File: config.mk
export PLATFORM = sky130hd
export DESIGN_NAME = xs3_bcd_seq_ctrl
export DESIGN_NICKNAME = d
export VERILOG_FILES = /design/src/rtl/xs3_bcd_seq_ctrl_pkg.sv /design/src/rtl/xs3_bcd_seq_ctrl_digit_conv.sv /design/src/rtl/xs3_bcd_seq_ctrl.sv
export SDC_FILE = /design/constraint.sdc
export NUM_CORES = 1
export LEC_CHECK = 0
export ABC_AREA = 1
export CORE_ASPECT_RATIO = 0.75
export CORE_MARGIN = 3
export CORE_UTILIZATION = 49
export DETAILED_ROUTE_END_ITERATION = 16
export PLACE_DENSITY = 0.79
export SETUP_SLACK_MARGIN = 0.3
export SLEW_MARGIN = 20
export SYNTH_ARGS = -nofsm -noshare
export SYNTH_HDL_FRONTEND = slang
export SYNTH_SLANG_ARGS = --single-unit
File: constraint.sdc
create_clock -name clk -period 2.39 [get_ports clk]
set_input_delay 0.478 -clock clk [delete_from_list [all_inputs] [get_ports clk]]
set_output_delay 0.478 -clock clk [all_outputs]
set_load 0.01 [all_outputs]
File: src/rtl/xs3_bcd_seq_ctrl_pkg.sv
// Shared types and constants for the Excess-3 to BCD digit sequencer.
// Optional feature macro used by the top: XS3_EARLY_ABORT_EN.
package xs3_bcd_seq_ctrl_pkg;

  typedef enum logic [1:0] {
    ST_IDLE = 2'd0,
    ST_CONV = 2'd1,
    ST_DONE = 2'd2
  } state_e;

  localparam logic [3:0] XS3_OFFSET  = 4'd3;
  localparam logic [3:0] XS3_MIN     = 4'h3;
  localparam logic [3:0] XS3_MAX     = 4'hC;
  localparam logic [3:0] BCD_ILLEGAL = 4'hF;

endpackage

File: src/rtl/xs3_bcd_seq_ctrl_digit_conv.sv
// Combinational single-digit Excess-3 to BCD converter with illegal-code flag.
// Codes outside 3..12 map to BCD_ILLEGAL.
module xs3_digit_conv
  import xs3_bcd_seq_ctrl_pkg::*;
(
  input  logic [3:0] xs3_i,
  output logic [3:0] bcd_o,
  output logic       illegal_o
);

  assign illegal_o = (xs3_i < XS3_MIN) || (xs3_i > XS3_MAX);
  assign bcd_o     = illegal_o ? BCD_ILLEGAL : (xs3_i - XS3_OFFSET);

endmodule

File: src/rtl/xs3_bcd_seq_ctrl.sv
// Multi-digit Excess-3 to BCD sequencer: one shared digit converter, LSB-first, one digit per clock.
// Define XS3_EARLY_ABORT_EN to finish the word at the first illegal digit.
module xs3_bcd_seq_ctrl
  import xs3_bcd_seq_ctrl_pkg::*;
#(
  parameter int DIGITS = 4
) (
  input  logic                  clk,
  input  logic                  rst,
  input  logic                  in_valid,
  output logic                  in_ready,
  input  logic [4*DIGITS-1:0]   in_data,
  output logic                  out_valid,
  input  logic                  out_ready,
  output logic [4*DIGITS-1:0]   out_data,
  output logic                  out_err,
  output logic [DIGITS-1:0]     out_err_mask
);

  localparam int W     = 4 * DIGITS;
  localparam int IDX_W = (DIGITS > 1) ? $clog2(DIGITS) : 1;

  state_e             state_q, state_d;
  logic [IDX_W-1:0]   idx_q, idx_d;
  logic [W-1:0]       hold_q, hold_d;
  logic [W-1:0]       data_q, data_d;
  logic [DIGITS-1:0]  mask_q, mask_d;

  logic [3:0]         cur_xs3;
  logic [3:0]         cur_bcd;
  logic               cur_ill;
  logic               last_digit;
  logic               stop;

  assign cur_xs3    = hold_q[{idx_q, 2'b00} +: 4];
  assign last_digit = (idx_q == IDX_W'(DIGITS - 1));

  xs3_digit_conv u_conv (
    .xs3_i     (cur_xs3),
    .bcd_o     (cur_bcd),
    .illegal_o (cur_ill)
  );

  // NOTE: non-blocking assignments for all state so every register samples pre-edge values.
  always_ff @(posedge clk) begin
    if (rst) begin
      state_q <= ST_IDLE;
      idx_q   <= '0;
      hold_q  <= '0;
      data_q  <= '0;
      mask_q  <= '0;
    end else begin
      state_q <= state_d;
      idx_q   <= idx_d;
      hold_q  <= hold_d;
      data_q  <= data_d;
      mask_q  <= mask_d;
    end
  end

  // NOTE: every output of this block is defaulted first so no path can infer a latch.
  always_comb begin
    state_d = state_q;
    idx_d   = idx_q;
    hold_d  = hold_q;
    data_d  = data_q;
    mask_d  = mask_q;
    stop    = 1'b0;
    case (state_q)
      ST_IDLE: begin
        if (in_valid) begin
          hold_d  = in_data;
          data_d  = '0;
          mask_d  = '0;
          idx_d   = '0;
          state_d = ST_CONV;
        end
      end
      ST_CONV: begin
        data_d[{idx_q, 2'b00} +: 4] = cur_bcd;
        mask_d[idx_q]               = cur_ill;
`ifdef XS3_EARLY_ABORT_EN
        stop = last_digit || cur_ill;
`else
        stop = last_digit;
`endif
        // idx only advances when another digit remains, so it never wraps.
        if (stop) state_d = ST_DONE;
        else      idx_d   = idx_q + 1'b1;
      end
      ST_DONE: begin
        if (out_ready) state_d = ST_IDLE;
      end
      default: state_d = ST_IDLE;
    endcase
  end

  assign in_ready     = (state_q == ST_IDLE);
  assign out_valid    = (state_q == ST_DONE);
  assign out_data     = data_q;
  assign out_err_mask = mask_q;
  assign out_err      = |mask_q;

endmodule

==> summary by stage <==
Run status
The run finished with clean final reports.

Yosys
The count of mapped cells out of synthesis is 254. The net count after synthesis is 280. Synthesis inferred 40 register bits. Yosys printed 0 warnings. The sequential area share after synthesis is 0.439. The average size of a mapped cell is 7.19 sq um.

The synthesized cell area is 1830 sq um. The distinct cell type count after synthesis is 22.

Floorplanning
The region available for standard cell placement spans 3420 sq um. The overall die height is 58.9 microns. The initial core utilization is 0.533. The number of placement rows is 18. The overall die width is 76.5 microns. The number of primary I/O pins is 43. The die covers 4500 sq um.

Critical path
STA puts the critical path data arrival time at ~1.4 ns. The endpoint type of the worst setup path is a primary output. The maximum fanout along the worst path is 3. The path type of the worst setup path is reg2out. The required time at the worst-slack endpoint is 1.91 ns. STA classifies the critical path startpoint as a flop.

Global routing
The wire length of the first global-routing pass is 6950 microns. The via count of the first global-routing pass was 1508. The total track usage is 0.196. The sum of overflow across all layers after global routing is 0.

Entering global routing, the biggest net connects 41 pins. The number of antenna violations at the first check in global routing is 0.

Routing
The routed design has 4230 microns of wire. For this block, the initial DRC count from the detailed router was 101. The routed layout has 1744 vias. The residual DRC count is 0.

The total length of routed met3 wires is 239 microns. The length of routed wiring on met1 is 2240 microns. In this run the top signal layer used is met4. The detailed-router iteration count before antenna repair is 4. In this run the remaining antenna-violating nets after routing total 0.

After detailed routing, the met2 layer carries between 1500 and 2000 microns of wire. The average wire length per cell after detail routing is 12.2 microns. In the routed layout, each cell is associated on average with a via count of 5.01.

CTS
The post-cts resize count is 1. After clock tree synthesis, the clock-pin slew on the worst setup and hold paths is approximately 0.07 ns. For this design, the CTS-stage hold fixing added 0 buffers. The H-tree was split into 2 levels.

CTS placed an instance of sky130_fd_sc_hd__clkbuf_8 at the clock tree root. The number of buffers inserted by post-CTS setup repair is 0. The maximum buffer depth of the clock tree is 2.

Clock tree synthesis inserted a total of 5 buffers. The number of sinks on the clock net is 40. The worst-skew pair later-pin latency is 0.29 ns.

TritonCTS built the clock tree.

Placement
During placement, the flow inserted port buffers numbering 42. The routability congestion estimate from global placement is 0.959. Summed over all nets, the half-perimeter wirelength after detailed placement is 3110 microns. The cell area after placement is 2290 sq um.

Layout
Leaving out fill and tap cells, the most frequent cell in the layout is sky130_fd_sc_hd__nand2_1. The number of inserted diodes is 0. In the final layout, the share of cells above drive strength 1 is 0.0805. At the end of the flow, the number of nets in the layout was approximately 320. The synthesis-to-finish area growth is 30.6%. After routing the design area is 2380 sq um. The utilization after layout is 0.697. Leaving out fill and tap cells, the most frequent cells in the layout are sky130_fd_sc_hd__nand2_1 (75), sky130_fd_sc_hd__clkdlybuf4s50_1 (41), sky130_fd_sc_hd__dfxtp_1 (39), sky130_fd_sc_hd__a21oi_1 (28), sky130_fd_sc_hd__inv_1 (27).

Timing
After routing, the total negative slack on setup checks comes to 0 ns. The number of pins exceeding their max-slew limit in the final report is 0. The number of failing hold endpoints at the final stage came to 0. Dividing the final minimum period by the clock period gives 0.790. Setup violations remaining at the end of the flow were counted as 0. For the finished layout, the period the worst path requires is 1.89 ns.

The peak clock frequency supported by timing is 0.530 GHz. Setup repair after global routing left no endpoint under its margin. The tightest hold margin is 0.465 ns. The slew at the pin closest to its max-slew limit is 0.560 ns. The worst-case headroom to the max-slew limit is 0.624. Across the routed clock network, the largest skew measured is 0.00344 ns.

Job
The max-capacitance violation count is 0.

Power and ir drop
The largest voltage drop on the vdd net is 0.371 mV. Power comes to between 1.5 and 2 mW. The leakage power figure is approximately 0.95 nW. The ratio of total power to cell area is 641 nW/um^2.

Hold path
In this run the worst hold path is classified as reg2reg.
==> cell type report <==
type                    instances  area (sq um)
clock buffers                   8          90.1
fillers                       297          1040
inverters                      29           109
multi-input cells             175           872
flip-flops and latches         40           802
well taps                      50          62.6
repair buffers                 46           449
==> logic make-up after synthesis <==
family	Yosys count	share of synthesized area
simple gates	125	0.295
compound gates	44	0.138
flops	40	0.439
buf+inv	39	0.0871
fa+ha+maj	6	0.0411
==> where the power goes <==
group / internal (mW) / leakage (nW) / switching [mW]
combinational: 0.136 / 0.573 / 0.222
sequential: 0.702 / 0.327 / 0.0193
clock: 0.235 / 0.0455 / 0.215
==> stage by stage <==
stage | setup slack [ns] | instances
after floorplan | 0.632 | 254
after global placement | 0.556 | 340
after detailed placement | 0.487 | 340
after CTS | 0.435 | 348
after global routing | 0.329 | 348
final | 0.502 | 348
==> cell usage after synthesis <==
cell	n	area, sq um
sky130_fd_sc_hd__a21oi_2	2	17.5
sky130_fd_sc_hd__nor2_1	14	52.6
sky130_fd_sc_hd__ha_1	6	75.1
sky130_fd_sc_hd__inv_1	27	101
sky130_fd_sc_hd__nand4_1	4	25.0
sky130_fd_sc_hd__nand3_1	21	105
sky130_fd_sc_hd__buf_6	1	11.3
sky130_fd_sc_hd__nor3_1	1	5.00
sky130_fd_sc_hd__nand2_2	5	31.3
sky130_fd_sc_hd__nor2_2	2	12.5
sky130_fd_sc_hd__buf_2	1	5.00
sky130_fd_sc_hd__buf_4	1	7.51
sky130_fd_sc_hd__nor4_1	1	6.26
sky130_fd_sc_hd__inv_2	2	7.51
sky130_fd_sc_hd__clkbuf_1	7	26.3
sky130_fd_sc_hd__dfxtp_1	40	801
sky130_fd_sc_hd__nand2_4	1	11.3
sky130_fd_sc_hd__nand2_1	75	282
sky130_fd_sc_hd__or4_1	1	7.51
sky130_fd_sc_hd__a21oi_1	28	140
sky130_fd_sc_hd__a211oi_1	10	75.1
sky130_fd_sc_hd__o21ai_0	4	20.0
==> registers in the layout, summed over array words and instances, names as in the netlist <==
name / flops
state_q: 2
out_err_mask: 4
out_data: 16
idx_q: 2
hold_q: 16
==> metal layers <==
layer	track usage	up-vias
met1	0.295	784
met5	0	-
met2	0.270	45
met4	0.0724	0
met3	0.0428	5
li1	-	910
==> path summary, 6_finish.rpt <==
| kind | startpoint | to | slack (ns) | cells past startpoint |
|---|---|---|---|---|
| worst max-delay path | out_err_mask[0] | out_err | 0.50 | 2 |
| worst min-delay path | out_data[0] | out_data[0] | 0.46 | 2 |
| worst max register to register | idx_q[1] | out_data[10] | 0.54 | 6 |
| worst min register to register | out_data[0] | out_data[0] | 0.46 | 2 |
==> critical path: stages (launching register included) <==
cell	delay [ns]
sky130_fd_sc_hd__dfxtp_1	0.33
sky130_fd_sc_hd__or4_1	0.50
sky130_fd_sc_hd__dlygate4sd2_1	0.29
Note: power is estimated with default switching activity, not from simulation.
==> variant (same flow settings) <==
The 3 states of `state_e` get a one-hot encoding in 3 bits.
--- a/src/rtl/xs3_bcd_seq_ctrl_pkg.sv
+++ b/src/rtl/xs3_bcd_seq_ctrl_pkg.sv
@@ -4,6 +4,6 @@
 
-  typedef enum logic [1:0] {
-    ST_IDLE = 2'd0,
-    ST_CONV = 2'd1,
-    ST_DONE = 2'd2
+  typedef enum logic [2:0] {
+    ST_IDLE = 3'b001,
+    ST_CONV = 3'b010,
+    ST_DONE = 3'b100
   } state_e;
Formal check against the unedited RTL: no difference found for any inputs over 10 cycles, from zero or initial values and one cycle with rst high; not proved beyond that.
==> variant against the original RTL <==
- clock power rose by 9.8%
- final cell count grew 2.0%
- die area increased by 4.8%
- global-route usage up 0.46 points
- total power grew 3.1%
- synthesized area up 5.3%
- setup slack got worse by 0.050 ns
- critical path depth did not move
- wire length is 2.2% higher
- design area increased by 4.0%
- sequential share of layout area fell by 0.43 points
- sequential cell count is 1 higher
- critical path type unchanged
- largest power group unchanged
==> variant: results (changes against the original RTL) <==
<table>
<tr><th>Metric</th><th>Value</th></tr>
<tr><th colspan="2">Final layout</th></tr>
<tr><td>Share of cells above drive strength 1</td><td>0.142 (was 0.0805)</td></tr>
<tr><td>Non-filler instance count after layout</td><td>355 (was 348)</td></tr>
<tr><th colspan="2">Yosys</th></tr>
<tr><td>Most used standard cells in the synthesized netlist</td><td>nand2_1, dfxtp_1, a21oi_1 (unchanged)</td></tr>
<tr><td>Number of standard cells after synthesis</td><td>259 (was 254)</td></tr>
<tr><td>Number of distinct library cell variants in the gate-level netlist after synthesis</td><td>26 (was 22)</td></tr>
<tr><td>Number of nets in the synthesized netlist</td><td>285 (was 280)</td></tr>
<tr><td>Biggest area contributors in the synthesized netlist</td><td>dfxtp_1, nand2_1, a21oi_1, nand3_1, inv_1 (unchanged)</td></tr>
<tr><th colspan="2">Drt</th></tr>
<tr><td>Average detailed-routed wire length per instance</td><td>12.2 µm (about the same)</td></tr>
<tr><td>DR vias/cell</td><td>4.99 (was 5.01)</td></tr>
<tr><td>TritonRoute pass-1 iters</td><td>6 (was 4)</td></tr>
<tr><th colspan="2">Pwr</th></tr>
<tr><td>Worst-case vdd ir drop</td><td>392 µV (was 371 µV)</td></tr>
<tr><td>Internal power</td><td>1.11 mW (was 1.07 mW)</td></tr>
<tr><td>Reported clock group power</td><td>0.494 mW (was 0.450 mW)</td></tr>
<tr><td>Part of the total power dissipated in sequential elements</td><td>0.471 (was 0.472)</td></tr>
<tr><td>Clock power share</td><td>0.313 (was 0.294)</td></tr>
<tr><th colspan="2">Status</th></tr>
<tr><td>Result of the run</td><td>complete, no violations (unchanged)</td></tr>
<tr><th colspan="2">Setup path</th></tr>
<tr><td>Register-to-register setup slack</td><td>0.50 ns (was 0.54 ns)</td></tr>
<tr><td>Worst endpoint data arrival time</td><td>1.46 ns (was 1.41 ns)</td></tr>
<tr><td>Startpoint of the most critical register-to-register path</td><td>idx_q[0]$_SDFFE_PP0P_ (was idx_q[1]$_SDFFE_PP0P_)</td></tr>
<tr><td>Number of cells on the worst reg-to-reg path</td><td>15 (was 6)</td></tr>
<tr><td>Launch point of the critical path</td><td>state_q[2]$_SDFFE_PP0P_ (was out_err_mask[0]$_SDFFE_PP0P_)</td></tr>
<tr><th colspan="2">GRT</th></tr>
<tr><td>Global router's overall resource usage</td><td>0.200 (was 0.196)</td></tr>
<tr><th colspan="2">Place</th></tr>
<tr><td>DP HPWL</td><td>3240 µm (was 3110 µm)</td></tr>
<tr><td>Setup slack after placement</td><td>0.411 ns (was 0.487 ns)</td></tr>
<tr><td>Dpl cells</td><td>347 (was 340)</td></tr>
<tr><th colspan="2">Timing</th></tr>
<tr><td>Time the final worst path needs with I/O delays and setup</td><td>1.94 ns (was 1.89 ns)</td></tr>
</table>
==> variant: worst min path at each step <==
stage,startpoint,to,slack (ns),cells past startpoint
after floorplan,hold_q[0]$_SDFFE_PP0P_,hold_q[0]$_SDFFE_PP0P_,0.43,2
after global placement,hold_q[9]$_SDFFE_PP0P_,hold_q[9]$_SDFFE_PP0P_,0.45,2
after detailed placement,hold_q[4]$_SDFFE_PP0P_,hold_q[4]$_SDFFE_PP0P_,0.45,2
after CTS,hold_q[4]$_SDFFE_PP0P_,hold_q[4]$_SDFFE_PP0P_,0.46,2
after global routing,hold_q[13]$_SDFFE_PP0P_,hold_q[13]$_SDFFE_PP0P_,0.48,2
final,hold_q[4]$_SDFFE_PP0P_,hold_q[4]$_SDFFE_PP0P_,0.46,2
==> variant: metal layers <==
layer	routed length [µm]	track usage	vias up	part of all wire
met1	2140	0.274	791	0.49
met3	265	0.0512	5	0.061
met2	1860	0.309	51	0.43
li1	-	-	925	-
met5	0	0	-	0
met4	58	0.0698	0	0.013
==> variant: final cells by class <==
| class | instances | area, µm² |
|---|---|---|
| tap | 52 | 65.1 |
| clock buffer | 7 | 96.3 |
| timing repair buffer | 45 | 442 |
| clock inverter | 1 | 5.00 |
| inverter | 29 | 109 |
| fill | 327 | 1230 |
| sequential | 41 | 823 |
| multi-input combinational | 180 | 940 |
==> variant: cells by family after synthesis <==
kind of cell	count (synthesis)	share of synthesized area
fa+ha+maj	6	0.0391
buf+inv	38	0.0840
flops	41	0.427
simple gates	121	0.305
compound gates	53	0.145
==> variant: critical path, stage by stage (launching register included) <==
cell,delay [ns]
dfxtp_1,0.36
nor3_2,0.24
clkdlybuf4s50_1,0.57
